$ cat src/rtl/ff_bank.sv
// Bank of WIDTH flip-flops with run-time D/T/SR/JK mode; each mode becomes a toggle vector. Optional err counter: FF_BANK_ERR_CNT_EN.
// Latency: 1 cycle from input sample to q/q_bar/sr_err/err_cnt.
// Backpressure: none; en gates every update, rst overrides everything.
module ff_bank #(
  parameter int               WIDTH     = 8,
  parameter logic [WIDTH-1:0] RST_VAL   = {WIDTH{1'b0}},
  parameter int               SR_PRIO   = 0,
  parameter int               ERR_CNT_W = 8
) (
  input  logic                 clock_i,
  input  logic                 rst_i,
  input  logic                 en_i,
  input  logic [1:0]           mode_i,
  input  logic [WIDTH-1:0]     a_i,
  input  logic [WIDTH-1:0]     b_i,
  input  logic                 err_clr_i,
  output logic [WIDTH-1:0]     q_o,
  output logic [WIDTH-1:0]     q_bar_o,
`ifdef FF_BANK_ERR_CNT_EN
  output logic [ERR_CNT_W-1:0] err_cnt_o,
`endif
  output logic                 sr_err_o
);

  localparam logic [1:0] MODE_D  = 2'b00;
  localparam logic [1:0] MODE_T  = 2'b01;
  localparam logic [1:0] MODE_SR = 2'b10;
  localparam logic [1:0] MODE_JK = 2'b11;

  logic [WIDTH-1:0] q_q, q_d;
  logic [WIDTH-1:0] q_bar_q, q_bar_d;
  logic [WIDTH-1:0] toggle;
  logic [WIDTH-1:0] illegal_bits;
  logic [WIDTH-1:0] jk_toggle;
  logic             illegal_evt;
  logic             sr_err_q, sr_err_d;

  // Reduce the selected flip-flop behaviour to a per-bit toggle vector.
  always_comb begin
    illegal_bits = a_i & b_i;
    jk_toggle    = (a_i & ~q_q) | (b_i & q_q);
    toggle       = '0;
    case (mode_i)
      MODE_D:  toggle = a_i ^ q_q;
      MODE_T:  toggle = a_i;
      MODE_SR: begin
        // S=R=1 bits would look like a JK toggle; mask them and apply the priority instead.
        toggle = jk_toggle & ~illegal_bits;
        if (SR_PRIO == 1) toggle = toggle | (illegal_bits & ~q_q);
        else if (SR_PRIO == 2) toggle = toggle | (illegal_bits & q_q);
      end
      MODE_JK: toggle = jk_toggle;
      default: toggle = '0;
    endcase
  end

  // One event per cycle, no matter how many bits collide.
  assign illegal_evt = en_i && (mode_i == MODE_SR) && (|illegal_bits);

  // Next state of the shared toggle registers and the sticky error flag.
  always_comb begin
    q_d      = q_q;
    q_bar_d  = q_bar_q;
    if (en_i) begin
      q_d     = q_q ^ toggle;
      q_bar_d = q_bar_q ^ toggle;
    end
    sr_err_d = sr_err_q;
    if (illegal_evt)    sr_err_d = 1'b1;
    else if (err_clr_i) sr_err_d = 1'b0;
  end

  // State registers; q_bar kept in its own flops so it is a clean registered output.
  always_ff @(posedge clock_i) begin
    if (rst_i) begin
      q_q      <= RST_VAL;
      q_bar_q  <= ~RST_VAL;
      sr_err_q <= 1'b0;
    end else begin
      q_q      <= q_d;
      q_bar_q  <= q_bar_d;
      sr_err_q <= sr_err_d;
    end
  end

  assign q_o      = q_q;
  assign q_bar_o  = q_bar_q;
  assign sr_err_o = sr_err_q;

`ifdef FF_BANK_ERR_CNT_EN
  localparam logic [ERR_CNT_W-1:0] CNT_MAX = {ERR_CNT_W{1'b1}};

  logic [ERR_CNT_W-1:0] err_cnt_q, err_cnt_d;

  // Saturating event count; a clear coinciding with an event leaves a count of one.
  always_comb begin
    err_cnt_d = err_cnt_q;
    if (illegal_evt) begin
      if (err_clr_i)               err_cnt_d = {{(ERR_CNT_W-1){1'b0}}, 1'b1};
      else if (err_cnt_q != CNT_MAX) err_cnt_d = err_cnt_q + 1'b1;
    end else if (err_clr_i) begin
      err_cnt_d = '0;
    end
  end

  // Counter register.
  always_ff @(posedge clock_i) begin
    if (rst_i) err_cnt_q <= '0;
    else       err_cnt_q <= err_cnt_d;
  end

  assign err_cnt_o = err_cnt_q;
`endif

endmodule

$ cat config.mk
export PLATFORM = sky130hd
export DESIGN_NAME = ff_bank
export DESIGN_NICKNAME = d
export VERILOG_FILES = /design/src/rtl/ff_bank.sv
export SDC_FILE = /design/constraint.sdc
export NUM_CORES = 1
export LEC_CHECK = 0
export BUFFER_PORTS_ARGS = -buffer_cell sky130_fd_sc_hd__buf_2
export CORE_MARGIN = 8
export CORE_UTILIZATION = 52
export DETAILED_ROUTE_END_ITERATION = 7
export PLACE_DENSITY = 0.83
export SLEW_MARGIN = 5
export SYNTH_ARGS = -nofsm -noshare
export SYNTH_HDL_FRONTEND = slang
export SYNTH_SLANG_ARGS = --single-unit
export TNS_END_PERCENT = 20
$ cat constraint.sdc
create_clock -name clock_i -period 1.8 [get_ports clock_i]
set_input_delay 0.36 -clock clock_i [delete_from_list [all_inputs] [get_ports clock_i]]
set_output_delay 0.36 -clock clock_i [all_outputs]
set_load 0.01 [all_outputs]
==> results of run 1 <==
## cell families after synthesis
family | after synthesis | share of synthesized area [%]
DFF | 17 | 31.8
AOI/OAI and AO/OA | 50 | 35.2
muxes | 9 | 8.88
buffers and inverters | 14 | 6.07
and+or+nand+nor | 32 | 18.1
## registers in the layout, indices dropped and copies added, names as in the netlist
register  count
sr_err_o      1
q_bar_o       8
q_o           8
## critical path, stage by stage
cell      delay, ns
buf_2          0.21
nand2b_2       0.27
a21oi_2        0.08
nor3_2         0.27
mux2_4         0.33
## final cells by class
cell class | count | share of cell area [%]
tap | 27 | 2.60
sequential | 17 | 26.2
inverter | 9 | 2.60
clock buffer | 4 | 2.03
timing repair buffer | 39 | 15.2
multi-input combinational | 91 | 51.3
## synthesized netlist by cell type (all sizes together)
| master | count | share of area, % |
|---|---|---|
| nor2 | 9 | 3.2 |
| mux2 | 1 | 1.4 |
| nand3b | 7 | 4.9 |
| nand2b | 2 | 1.4 |
| buf | 4 | 2.6 |
| a21oi | 10 | 5.7 |
| nor3b | 1 | 0.70 |
| o211ai | 7 | 4.9 |
| a22oi | 4 | 2.8 |
| inv | 9 | 3.2 |
| o22ai | 7 | 4.1 |
| a211oi | 7 | 8.2 |
| nor2b | 9 | 5.3 |
| dfxtp | 17 | 32 |
| nand4b | 1 | 0.82 |
| mux2i | 8 | 7.5 |
| o41ai | 7 | 5.7 |
| nand2 | 1 | 0.35 |
| o21ai | 8 | 3.7 |
| clkbuf | 1 | 0.35 |
| nor3 | 1 | 0.93 |
| nand4 | 1 | 0.58 |
## power groups by stage
stage                     sequential [W]  clock (W)  combinational (W)
after floorplan                 0.000474          0           0.000148
after global placement          0.000455          0           0.000255
after detailed placement        0.000460          0           0.000266
after CTS                       0.000451   0.000206           0.000267
after global routing            0.000458   0.000222           0.000292
final                           0.000452   0.000203           0.000266
## through the flow
stage               instances  area (sq um)  hold WS, ns
detailed placement        183          1270        0.466
floorplan                 122          1070        0.489
global route              187          1300        0.330
finish                    187          1300        0.321
CTS                       187          1300        0.319
global placement          183          1270        0.454
## final timing paths
path,start,to,slack (ns),cells past startpoint
hold reg to reg,sr_err_o$_SDFFE_PP0P_,sr_err_o$_SDFFE_PP0P_,0.48,2
setup reg to reg,q_o[7]$_SDFFE_PP0P_,q_o[7]$_SDFFE_PP0P_,0.55,4
setup / recovery,mode_i[1],q_o[7]$_SDFFE_PP0P_,0.47,5
hold / removal,err_clr_i,sr_err_o$_SDFFE_PP0P_,0.32,3
## layer usage
layer	vias up	track usage, %	share of wire, %
met5	-	0	0
met4	0	8.44	1.5
met3	6	4.18	11
met2	66	27.5	49
met1	527	17.6	39
li1	542	-	-
==> impl_metrics.toml, run 1 <==
[pwr]
power.total_w = 0.000920
clkPwrFrac_pct = 22.0
p_per_area_mw_per_mm2 = 709
irDropWorstVdd_mv = 0.450
leakage_nw = 0.520
swShare_pct = 32.7
p_comb_share_pct = 28.9
p_sw_w = 0.000301
p_int_w = 0.000619
power_frac_seq_pct = 49.1

[clock_tree]
cts_sinks = 17
cts_tree = "done"
postCtsHoldBufs = 0
cts_buffers = 3
cts_setup_buffers = 0
cts_resized = 0
clk_pin_slew_ns = 0.10
clock_path_buffers = 2
cts_htree_levels = 1
cts_root_buf = "clkbuf_4"
insertion_delay_ns = 0.29

[setup_path]
worstPathRequired_ns = 1.99
critPathKind = "input port to flop"
endpoint_kind = "flop"
cp_max_fo = 12
cp-start-kind = "input port"
worstPathArrival_ns = 1.52

[cells_and_area]
register_area_sq_um = 340
drive_gt1_share_pct = 35.0
nFillCells = 178
final_util_pct = 66.1
multiInputGateArea_sq_um = 666
final_common_cell = "buf_2"
final_cell_mix = "buf_2 (38), dfxtp_1 (17), nor2_1 (9), nor2b_1 (9)"
layout.nets = 183
area_growth_pct = 21.1
num_antenna_cells = 0

[placement]
gp_congestion = 0.852
dpl.hpwl_mm = 2.24
place_ws_ns = 0.171
portBuffers = 38

[grt]
grt_pass1_vias = 1149
grt_pass1_wl_mm = 4.74
antenna_found_initial = 0
grt-ovfl-total = 0
grt_max_degree = 28
grt_use_total_pct = 16.0

[die]
rows = 16
dieArea_sq_mm = 0.00377
dieWidth_microns = 61.4
start_util_pct = 54.6
die_h_microns = 61.4
coreArea_sq_mm = 0.00196
io_pins = 39

[sta]
finClkSkew_ns = 0.00227
relSlewSlack_pct = 69.8
fmax_mhz = 750
tightest_slew_ns = 0.453
period_needed_ns = 1.33
setup_slack_ns = 0.467
rsz0062_at_grt = "false"
setup_viol = 0
slew_viol_final = 0
hold_violations = 0
fin_tns_setup_ns = 0
post-route-period-util_pct = 74.1

[hold_path]
hold_path.class = "input port to flop"

[route]
viasPerCell = 6.10
drtIter0Drc = 56
post_drt_wl_per_cell_microns = 15.3
drtPass1Iterations = 4
final_antenna_net_count = 0
vias = 1141
drc_errors = 0
drt_wl_total_mm = 2.87

[logic_synthesis]
ys_ff_latch = 17
syn_area_sq_mm = 0.00107
ys_types = 29
avgSynthCellArea_sq_um = 8.78
yosys_warnings = 0
syn_inst = 122
syn-num-nets = 144
yosysSeqAreaShare_pct = 31.8

[run_status]
outcome = "complete, no violations"

[run]
maxCapViolCount = 0
Note: power is estimated with default switching activity, not from simulation.
==> run 2, diff against run 1 <==
Settings changed: ABC_AREA set to 1, CORE_UTILIZATION 52 to 51, PLACE_DENSITY 0.83 to 0.79.
Clock period 1.8 ns to 1.38 ns, I/O delays scaled along.
==> run 2 against run 1 <==
Compared with the run above: highest routed layer unchanged; global-route usage shrank 2.2 points; critical endpoint is now q_o[2]; sequential power increased by 27%; largest power group unchanged; clock power is 35% higher.
==> impl_metrics.toml, run 2 <==
[run_status]
outcome = "complete, no violations"

[pwr]
p_per_area_mw_per_mm2 = 821
p_int_w = 0.000808
clkPwrFrac_pct = 21.9
power_frac_seq_pct = 46.0
p_comb_share_pct = 32.1
leakage_nw = 0.838
p_sw_w = 0.000445
irDropWorstVdd_mv = 0.678
swShare_pct = 35.5

[grt]
grt-ovfl-total = 0
antenna_found_initial = 0
grt_max_degree = 17
grt_pass1_wl_mm = 4.95
grt_pass1_vias = 1242
grt_use_total_pct = 13.8

[clock_tree]
cts_sinks = 17
clock_path_buffers = 2
cts_resized = 0
clk_pin_slew_ns = 0.11
cts_buffers = 3
postCtsHoldBufs = 0
insertion_delay_ns = 0.30
cts_root_buf = "clkbuf_4"
cts_tree = "done"
cts_htree_levels = 1
cts_setup_buffers = 0

[setup_path]
cp-start-kind = "flop"
cp_max_fo = 6
critPathMaxStageDelay_ns = 0.44
critPathSlowestCell = "dfxtp_1"
endpoint_kind = "output pin"
r2r_end = "q_o[2]$_SDFFE_PP0P_"
critPathKind = "flop to output pin"
critPathLaunch = "q_o[2]$_SDFFE_PP0P_"
critPathTopFamily = "flip-flops"
regToRegStartpoint = "q_o[2]$_SDFFE_PP0P_"
path_cells = "buf_2"
worstPathArrival_ns = 0.91
worstPathBufferInverterCount = 1
worstPathRequired_ns = 1.10
r2r_setup_slack_ns = 0.28
reg2regPathDepth = 9

[placement]
portBuffers = 38
gp_congestion = 0.782
dpl.hpwl_mm = 2.34

[route]
drc_errors = 0
final_antenna_net_count = 0
viasPerCell = 4.73
vias = 1333
drt_wl_total_mm = 2.91
drtIter0Drc = 58
post_drt_wl_per_cell_microns = 10.3
drtPass1Iterations = 2

[die]
coreArea_sq_mm = 0.00243
die_h_microns = 66.1
dieWidth_microns = 66.1
io_pins = 39
rows = 18
dieArea_sq_mm = 0.00437
start_util_pct = 52.7

[cells_and_area]
drive_gt1_share_pct = 28.6
multiInputGateArea_sq_um = 821
final_util_pct = 62.8
num_antenna_cells = 0
final_cell_mix = "nand2_1 (86), buf_2 (38), nor2_1 (23), nand3_1 (19), dfxtp_1 (17)"
register_area_sq_um = 340
final_common_cell = "nand2_1"
layout.nets = 275
nFillCells = 252
area_growth_pct = 19.1

[logic_synthesis]
synth-edff-count = 0
syn_area_sq_mm = 0.00128
yosysSeqAreaShare_pct = 26.6
ys_ff_latch = 17
syn-num-nets = 234
synth_most_common_cell = "nand2_1"
async_flop_share_pct = 0
yosys_warnings = 0
avgSynthCellArea_sq_um = 6.04
netlist_top_cells_count = "nand2_1 (86), nor2_1 (23), nand3_1 (19)"
ys_types = 21
syn_inst = 212
yosysTopAreaCell = "dfxtp_1"
yosys-top-cells-area = "dfxtp_1 (27%), nand2_1 (25%), nand3_1 (7.4%)"
synth_ff_type = "dfxtp_1"
synth_top_cell_area_share_pct = 26.6

[hold_path]
holdPathEnd = "sr_err_o$_SDFFE_PP0P_"
min-delay-start = "rst_i"
hold_path.class = "input port to flop"
hold_depth = 2

[sta]
rsz0062_at_grt = "false"
post-route-period-util_pct = 85.7
relSlewSlack_pct = 85.7
hold_violations = 0
setup_viol = 0
finClkSkew_ns = 0.00952
fmax_mhz = 845
fin_tns_setup_ns = 0
slew_viol_final = 0
tightest_slew_ns = 0.214
period_needed_ns = 1.18

[run]
maxCapViolCount = 0
run 2: cell types whose count changed in the layout (fill, tap and decap cells not counted), moves of 8 or more:
| cell | previous run | this run |
|---|---|---|
| inv_1 | 8 | 16 |
| mux2i_1 | 8 | 0 |
| nand2_1 | 1 | 86 |
| nand3_1 | 0 | 19 |
| nor2_1 | 9 | 23 |
| nor2b_1 | 9 | 0 |
run 2: kinds of logic (layout without fill, tap and decap cells):
kind of cell / after synthesis / in the layout / share of synthesized area (%)
simple gates: 153 / 153 / 54.9
flops: 17 / 17 / 26.6
compound gates: 17 / 17 / 9.18
buf+inv: 25 / 65 / 9.37
run 2: worst max-delay path by stage:
stage               slack, ns  cells after the start                       to
global placement         0.14                      9  q_bar_o[0]$_SDFFE_PP1P_
detailed placement       0.11                      9  q_bar_o[0]$_SDFFE_PP1P_
finish                   0.20                      1                   q_o[2]
CTS                      0.20                      1                   q_o[5]
global route             0.11                      9      q_o[2]$_SDFFE_PP0P_
floorplan                0.33                      9      q_o[1]$_SDFFE_PP0P_
run 2: metrics by stage:
step	hold WS [ns]	power (W)	worst slack, ns	cells	cell area, sq um
floorplan	0.345	0.000863	0.335	212	1280
finish	0.127	0.00125	0.197	282	1530
global placement	0.446	0.000989	0.143	278	1500
detailed placement	0.449	0.000992	0.107	278	1500
global route	0.117	0.00134	0.110	282	1530
CTS	0.114	0.00127	0.199	282	1530
run 2: power groups by stage:
| stage | Combinational, W | Clock [W] | Sequential [W] |
|---|---|---|---|
| floorplan | 0.000258 | 0 | 0.000605 |
| global placement | 0.000402 | 0 | 0.000587 |
| detailed placement | 0.000406 | 0 | 0.000586 |
| CTS | 0.000407 | 0.000289 | 0.000576 |
| global route | 0.000459 | 0.000301 | 0.000584 |
| finish | 0.000402 | 0.000275 | 0.000576 |
run 2: per-layer routing:
layer	wire (microns)	global-route usage [%]
met1	1390	15.9
met2	1290	23.0
met3	195	5.25
met4	30	4.00
met5	0	0
run 2: area by class of cell:
| class | count | area share, % |
|---|---|---|
| multi-input cells | 170 | 53.8 |
| well taps | 30 | 2.46 |
| flip-flops and latches | 17 | 22.3 |
| inverters | 20 | 4.92 |
| clock buffers | 3 | 1.48 |
| clock inverters | 1 | 0.328 |
| repair buffers | 41 | 14.8 |
